==> src/rtl/cycle_sequencer.sv <==
// Multi-cycle instruction sequencer: FETCH/DECODE/EXEC/MEM/WB phase control with memory handshake.
// Optional retired-instruction counter enabled by defining SEQ_PERF_CNT_EN.
module cycle_sequencer #(
   parameter logic [4:0] HALT_OPCODE = 5'b11111,
   parameter int         CNT_W       = 16
) (
   input  logic             CLK,
   input  logic             Reset,
   input  logic [4:0]       OPCODE,
   input  logic             MemReadIn,
   input  logic             MemWriteIn,
   input  logic [5:0]       WriteEnIn,
   input  logic             MemReady,
   output logic             MemReq,
   output logic             MemReadOut,
   output logic             MemWriteOut,
   output logic             IRWrite,
   output logic             PCIncr,
   output logic [5:0]       WriteEnOut,
   output logic [2:0]       State,
   output logic             Halted,
   output logic [CNT_W-1:0] InstrCount
);

   typedef enum logic [2:0] {
      S_FETCH  = 3'b000,
      S_DECODE = 3'b001,
      S_EXEC   = 3'b010,
      S_MEM    = 3'b011,
      S_WB     = 3'b100,
      S_HALT   = 3'b111
   } state_t;

   state_t state_q, state_d;

   always_comb begin
      state_d = state_q;
      case (state_q)
         S_FETCH:  if (MemReady) state_d = S_DECODE;
         S_DECODE: state_d = (OPCODE == HALT_OPCODE) ? S_HALT : S_EXEC;
         S_EXEC:   state_d = (MemReadIn || MemWriteIn) ? S_MEM : S_WB;
         S_MEM:    if (MemReady) state_d = S_WB;
         S_WB:     state_d = S_FETCH;
         S_HALT:   state_d = S_HALT;
         default:  state_d = S_FETCH;
      endcase
   end

   always_ff @(posedge CLK) begin
      if (Reset) state_q <= S_FETCH;
      else       state_q <= state_d;
   end

   // Strobes depend on the live handshake and control inputs, so they are decoded
   // combinationally; Reset forces every one of them low immediately.
   always_comb begin
      MemReq      = 1'b0;
      MemReadOut  = 1'b0;
      MemWriteOut = 1'b0;
      IRWrite     = 1'b0;
      PCIncr      = 1'b0;
      WriteEnOut  = 6'b000000;
      Halted      = 1'b0;
      if (!Reset) begin
         case (state_q)
            S_FETCH: begin
               MemReq     = 1'b1;
               MemReadOut = 1'b1;
               IRWrite    = MemReady;
               PCIncr     = MemReady;
            end
            S_MEM: begin
               MemReq      = 1'b1;
               MemReadOut  = MemReadIn;
               MemWriteOut = MemWriteIn;
            end
            S_WB:    WriteEnOut = WriteEnIn;
            S_HALT:  Halted = 1'b1;
            default: ;
         endcase
      end
   end

   assign State = state_q;

`ifdef SEQ_PERF_CNT_EN
   logic [CNT_W-1:0] cnt_q, cnt_d;

   always_comb begin
      cnt_d = cnt_q;
      if (state_q == S_WB) cnt_d = cnt_q + {{(CNT_W-1){1'b0}}, 1'b1};
   end

   always_ff @(posedge CLK) begin
      if (Reset) cnt_q <= '0;
      else       cnt_q <= cnt_d;
   end

   assign InstrCount = cnt_q;
`else
   assign InstrCount = '0;
`endif

endmodule

==> config.mk <==
export PLATFORM = sky130hd
export DESIGN_NAME = cycle_sequencer
export DESIGN_NICKNAME = d
export VERILOG_FILES = /design/src/rtl/cycle_sequencer.sv
export SDC_FILE = /design/constraint.sdc
export NUM_CORES = 1
export LEC_CHECK = 0
export BUFFER_PORTS_ARGS = -buffer_cell sky130_fd_sc_hd__buf_2
export CAP_MARGIN = 10
export CORE_MARGIN = 10
export CORE_UTILIZATION = 34
export CTS_CLUSTER_DIAMETER = 100
export DETAILED_ROUTE_END_ITERATION = 7
export PLACE_DENSITY_LB_ADDON = 0.12
export SLEW_MARGIN = 30
export SYNTH_ARGS = -nofsm -noshare
export SYNTH_HDL_FRONTEND = slang
export SYNTH_SLANG_ARGS = --single-unit
export TNS_END_PERCENT = 30
==> constraint.sdc <==
create_clock -name CLK -period 1.2 [get_ports CLK]
set_input_delay 0.12 -clock CLK [delete_from_list [all_inputs] [get_ports CLK]]
set_output_delay 0.12 -clock CLK [all_outputs]
set_load 0.03 [all_outputs]
# After elaboration in Yosys (flattened, before gate mapping)

Index checks and enable logic that the tools add are counted.

Bits in registers: 3
Bits of input ports: 16
Output and inout port bits: 31
Logic and storage cells: 30

Eq/ne operators: 8
Multiplexer cells: 17
Reductions and logical operators: 4

Operators with widths:

| operator                                       | count |
|---|---|
| one-hot mux 3 bit (5 select lines)             | 1 |
| two-way mux 3 bit                              | 4 |
| two-way mux 6 bit                              | 2 |
| two-way mux 1 bit                              | 9 |
| == test 3 x 2 -> 1 bit (second input constant) | 2 |
| == test 3 bit (second input constant)          | 2 |
| == test 5 bit (second input constant)          | 1 |
| != test 2 bit (second input constant)          | 2 |
| == test 3 x 1 -> 1 bit (second input constant) | 1 |
| logical NOT 3 bit                              | 1 |
| one-hot mux 1 bit (2 select lines)             | 1 |
| AND reduction 2 bit                            | 1 |
| OR reduction 2 bit                             | 1 |
| logical OR 1 bit                               | 1 |

# Depth between registers and ports, before layout

Gate-level depths: netlist of the first run.

Depth after elaboration: 4
Gate-level depth with buffers: 5
Gate-level depth less buffers: 4

# Worst setup path before layout of the first run

OpenSTA, ideal clock, no wires.

Path type: reg-to-output
From: register state_q[0], in the netlist State[0]
To: output port MemReq
Data arrival time: 1.709 ns
Data required time: 1.080 ns
Path slack: -0.629 ns
Cell stages (with the launch flop): 4
Path buffers: 1
Cell sequence: dfxtp_1 > buf_4 > nor2b_1 > nor4_1

Longest elaborated chain between the ends: 4
Elaborated cells between the ends (all ways): 5
Those cells by class: eq/ne: 1; mux: 2; reduce/logical: 2

Ends and longest elaborated chain:

| what                                                               | RTL line | text |
|---|---|---|
| start: declaration                                                 | 34       | `state_t state_q, state_d;` |
| start signal: assignment                                           | 51       | `else state_q <= state_d;` |
| == test 3 x 2 -> 1 bit / logical NOT 3 bit (equally long branches) | 65       | `case (state_q)` |
| OR reduction 2 bit (no source line) *                              | --       |  |
| two-way mux 1 bit *                                                | 65       |  |
| two-way mux 1 bit *                                                | 64       | `if (!Reset) begin` |
| end: declaration                                                   | 14       | `output logic MemReq,` |

Every way passes the cells marked *; elsewhere a longest branch is shown, timed or not.

# Final worst setup path of the first run

From: register state_q[2], in the netlist State[2]
To: output port MemReq

The elaborated chain is that of the path after synthesis.

==> results of run 1 <==
critical path, cell delays in order (launching register included):
cell and delay (ps):
dfxtp_4 360, buf_4 160, nor4_4 270, buf_6 170
routing by layer:
metal / part of all wire / up-vias / GRT usage
met2: 0.47 / 30 / 0.1549
met1: 0.40 / 234 / 0.1096
met5: 0 / - / 0
met3: 0.11 / 4 / 0.05310
li1: - / 269 / -
met4: 0.019 / 0 / 0.05034
synthesized netlist by cell type, drive strengths merged:
| cell | n |
|---|---|
| a221oi | 1 |
| nor3 | 4 |
| buf | 20 |
| conb | 1 |
| nor4 | 1 |
| o21ai | 2 |
| xnor2 | 1 |
| dfxtp | 3 |
| a2111oi | 1 |
| and3 | 3 |
| nand2b | 1 |
| o21bai | 1 |
| and4b | 1 |
| and2 | 7 |
| nor2b | 5 |
| a21oi | 4 |
| inv | 1 |
| a2bb2oi | 1 |
| nor2 | 6 |
| nand3 | 1 |
metrics by stage:
stage,utilization,TNS [ps],std cells
after floorplan,-,-146.6,80
after detailed placement,0.5071,-40.39,109
after global placement,0.5071,0,109
after global routing,0.6410,-2252,119
after CTS,0.6249,-1222,118
final,0.6410,-1307,119
path summary, 6_finish.rpt:
kind,from,end,slack (ps),depth (start not counted)
worst min-delay path,OPCODE[3],State[0]$_SDFFE_PP0P_,190,3
worst max register to register,State[2]$_SDFFE_PP0P_,State[0]$_SDFFE_PP0P_,10,4
worst min register to register,State[1]$_SDFFE_PP0P_,State[0]$_SDFFE_PP0P_,670,2
worst max-delay path,State[2]$_SDFFE_PP0P_,MemReq,-130,3
cell type report:
| cell class | count | area [um2] |
|---|---|---|
| fill | 125 | 473.0 |
| multi-input combinational | 56 | 414.1 |
| timing repair buffer | 40 | 310.3 |
| sequential | 3 | 71.32 |
| clock buffer | 4 | 26.28 |
| tap | 15 | 18.77 |
| inverter | 1 | 3.754 |
kinds of logic (layout without fill, tap and decap cells):
logic type	Yosys count	count (layout)
and+or+nand+nor	29	29
buffers and inverters	21	45
AOI/OAI and AO/OA	10	10
DFF	3	3
other	1	16
xor gates and xnor gates	1	1
what timing repair did:
item / CTS / global route
setup endpoints to repair: 12 / 16
gates resized for setup: 30 / 5
setup buffers: 5 / 1
pin swaps: 7 / 4
power groups by stage:
stage          registers [mW]  logic (mW)  clock network [mW]
3_3_place_gp            0.197       0.529                   0
2_1_floorplan           0.187       0.495                   0
5_1_grt                 0.186       0.712               0.209
3_5_place_dp            0.198       0.530                   0
4_1_cts                 0.179       0.654               0.185
6_report                0.181       0.663               0.189
==> impl_metrics.toml, run 1 <==
[pwr]
power_frac_clock = 0.183
pwr-share-comb = 0.642
p_seq_frac = 0.175
p_per_area_nw_per_um2 = 1222
ir_drop_mv = 1.071
power.internal_mw = 0.5490
p_leak_nw = 0.4202
switching_share = 0.4680
p_sw_mw = 0.4830
fin_total_pwr_mw = 1.032

[sta]
worst_hold_slack_ps = 186.2
layout_setup_ws_ps = -128.3
hold_violations = 0
rsz0062_at_grt = "yes"
clock.fmax_mhz = 752.8
period_share = 1.107
period_needed_ps = 1328
skew_ps = 4.077
drv_slew = 0
setup_viol_count_final = 12

[clock_network]
numClockSinks = 3
path_clk_slew_ps = 40
hold_buffers = 0
root_buffer = "clkbuf_4"
cts.path.max_buffers = 2
h-tree-depth = 1
cts_tree = "done"
cts-buffers-inserted = 3
clk_latency_ps = 240

[floorplan]
ioPinCount = 47
fp.dieW_um = 57.45
fp-row-count = 13
die_h_um = 57.45
initial_utilization = 0.3618
coreArea_um2 = 1318
die-area_um2 = 3300

[run]
drv_cap = 0

[final_layout]
postLayoutCellArea_um2 = 844.6
nets = 121
area_delta_synth_final_pct = 77.17
largest_register_ffs = 3
drive_above_1_share = 0.6442
final_common_cell = "buf_2"
final_cell_mix = "buf_2, conb_1, buf_6"
antennaDiodeCount = 0

[yosys]
synthDistinctLibCells = 24
yosys.area_share.simple = 0.3543
synth_top_area_share = 0.2835
synthAdderAreaFrac = 0
synth-compound-area-share = 0.1680
synth_mux_area_frac = 0
syn_avg_cell_area_um2 = 7.334
synth_top_family_by_area = "simple AND/OR/NAND/NOR gates"
ys_warn_count = 0
synth_area_um2 = 476.7
synth_top_area_cell = "buf_4"
seq_area_frac_synth = 0.1260
synth-seq-cells = 3
synth.area.top_cells = "buf_4, dfxtp_1, and2_1"
yosys.area_share.xor_xnor = 0.01837
synthCells = 65

[placement]
place_area_um2 = 668.1
dp_hpwl_um = 1304
dpl_worst_slack_ps = -12.64
io_buffers = 30
gp_congestion = 0.7962

[drt]
ant_nets = 0
vias = 537
drtPass1Iterations = 4
drt_iter0_drc = 5
drt_wl_total_um = 1645
avgViaCountPerCell = 4.513
wl_per_cell_um = 13.82
drc_errors = 0

[grt]
grt_start_max_net_pins = 8
grt_use_total = 0.1006
grt_pass1_wl_um = 2725
first_global_vias = 575
grt_overflow = 0
antenna_found_initial = 0

[setup_path]
cp.arrival_ps = 1210
path_class = "reg -> out"
critPathMaxFanout = 7
cp-end-kind = "primary output"
cp-start-kind = "register"
required_ps = 1080

[outcome]
violations = "setup timing"
outcome = "complete, but fails checks"

[worst_hold_path]
hold_class = "in -> reg"
Power figures use the tool's default switching activity.
==> run 2, diff against run 1 <==
--- a/config.mk
+++ b/config.mk
@@ -5,10 +5,11 @@
 export SDC_FILE = /design/constraint.sdc
 export NUM_CORES = 1
 export LEC_CHECK = 0
+export ABC_AREA = 1
 export BUFFER_PORTS_ARGS = -buffer_cell sky130_fd_sc_hd__buf_2
 export CAP_MARGIN = 10
 export CORE_MARGIN = 10
-export CORE_UTILIZATION = 34
+export CORE_UTILIZATION = 25
 export CTS_CLUSTER_DIAMETER = 100
 export DETAILED_ROUTE_END_ITERATION = 7
 export PLACE_DENSITY_LB_ADDON = 0.12
==> impl_metrics.toml, run 2 <==
[outcome]
outcome = "complete, but fails checks"
violations = "setup timing"

[placement]
io_buffers = 30
dpl_worst_slack_ps = 14.96
gp_congestion = 0.7512
dp_hpwl_um = 1291

[worst_hold_path]
min_from = "MemReady"
hold_class = "in -> reg"

[drt]
drt_iter0_drc = 2
drt_wl_total_um = 1530
ant_nets = 0
avgViaCountPerCell = 3.816
wl_per_cell_um = 10.85
drtPass1Iterations = 4
vias = 538
drc_errors = 0

[floorplan]
die_h_um = 62.74
fp-row-count = 15
die-area_um2 = 3936
ioPinCount = 47
initial_utilization = 0.2645
fp.dieW_um = 62.74
coreArea_um2 = 1727

[setup_path]
cp.arrival_ps = 1190
cp-start-kind = "register"
crit_start = "State[0]$_SDFFE_PP0P_"
cp-end-kind = "primary output"
required_ps = 1080
critPathMaxFanout = 6
timing.rr.start = "State[1]$_SDFFE_PP0P_"
crit_path_end = "WriteEnOut[3]"
path_class = "reg -> out"
reg2reg_depth = 8
r2r_setup_slack_ps = 70
r2r-end = "State[0]$_SDFFE_PP0P_"

[yosys]
synth-seq-cells = 3
yosys_most_used_dff = "dfxtp_1"
ys_top_cells_by_count = "buf_4, inv_1, nand2_1"
synth.area.top_cells = "buf_4, dfxtp_1, inv_1"
syn_avg_cell_area_um2 = 5.781
synth_top_area_cell = "buf_4"
synth-async-reset-ratio = 0
synthDistinctLibCells = 18
synthCells = 79
seq_area_frac_synth = 0.1315
synth_area_um2 = 456.7
ys_warn_count = 0
synth_top_area_share = 0.2795
yosysMostFrequentCell = "buf_4"
synth_edf_count = 0

[final_layout]
area_delta_synth_final_pct = 71.23
final_cell_mix = "buf_2, conb_1, inv_1"
final_common_cell = "buf_2"
drive_above_1_share = 0.5431
antennaDiodeCount = 0
nets = 133
largest_register_ffs = 3

[sta]
period_needed_ps = 1314
rsz0062_at_grt = "yes"
period_share = 1.095
layout_setup_ws_ps = -114.1
skew_ps = 1.407
drv_slew = 0
worst_hold_slack_ps = 267.9
finalSetupTns_ps = -1071
hold_violations = 0
clock.fmax_mhz = 761.0
setup_viol_count_final = 12

[clock_network]
h-tree-depth = 1
numClockSinks = 3
clk_latency_ps = 230
cts-buffers-inserted = 3
cts.path.max_buffers = 2
root_buffer = "clkbuf_4"
path_clk_slew_ps = 30
cts_tree = "done"

[run]
drv_cap = 0

[grt]
grt_overflow = 0
grt_pass1_wl_um = 2594
first_global_vias = 573
grt_use_total = 0.07795
antenna_found_initial = 0
grt_start_max_net_pins = 7

[pwr]
p_per_area_nw_per_um2 = 1742
p_leak_nw = 0.4385
ir_drop_mv = 1.070
run 2: worst min path at each step:
stage                             to  slack (ps)  depth (start not counted)
2_1_floorplan                IRWrite         290                          1
3_3_place_gp   State[0]$_SDFFE_PP0P_         520                          4
3_5_place_dp   State[0]$_SDFFE_PP0P_         500                          4
4_1_cts        State[0]$_SDFFE_PP0P_         260                          4
5_1_grt        State[0]$_SDFFE_PP0P_         310                          4
6_report       State[0]$_SDFFE_PP0P_         270                          4
run 2: power breakdown:
group / leakage (nW) / internal [mW] / total (mW) / switching [mW]
Clock: 0.0150 / 0.124 / 0.173 / 0.0482
Sequential: 0.0264 / 0.157 / 0.226 / 0.0688
Combinational: 0.397 / 0.368 / 0.963 / 0.595
Total: 0.439 / 0.650 / 1.36 / 0.712
run 2: critical path: stages, from the launching register on:
cell	delay (ps)
dfxtp_4	350
nor2_4	170
nand3_4	160
nor2_2	140
buf_6	140
run 2: what timing repair did:
action | in CTS | in global routing
gates cloned | 0 | 0
gates resized for setup | 24 | 0
buffers inserted | 4 | 0
pin swaps | 4 | 0
hold buffers | 0 | 0
endpoints found under the setup margin | 12 | 12
run 2: cell type report:
cell class,count,area (um2)
fill,201,944.7
multi-input combinational,59,340.3
timing repair buffer,35,259.0
sequential,3,68.82
inverter,15,56.30
tap,25,31.28
clock buffer,4,26.28
run 2: logic make-up after synthesis:
kind of cell | Yosys count | share of synthesized area
other | 1 | 0.008211
AOI/OAI and AO/OA | 4 | 0.04931
buffers and inverters | 32 | 0.4027
DFF | 3 | 0.1315
and+or+nand+nor | 39 | 0.4082
run 2: through the flow:
stage | cells | power, mW | area [um2] | util
3_3_place_gp | 133 | 1.022 | 646.9 | 0.3746
3_5_place_dp | 133 | 1.026 | 646.9 | 0.3746
5_1_grt | 141 | 1.473 | 782.0 | 0.4529
2_1_floorplan | 94 | 0.8942 | 589.3 | -
4_1_cts | 141 | 1.376 | 782.0 | 0.4529
6_report | 141 | 1.362 | 782.0 | 0.4529
run 2: per-layer routing:
layer	part of all wire	up-vias	track usage
li1	-	277	-
met1	0.38	233	0.08375
met2	0.51	28	0.1282
met3	0.11	0	0.04122
met4	0	0	0.02514
met5	0	-	0
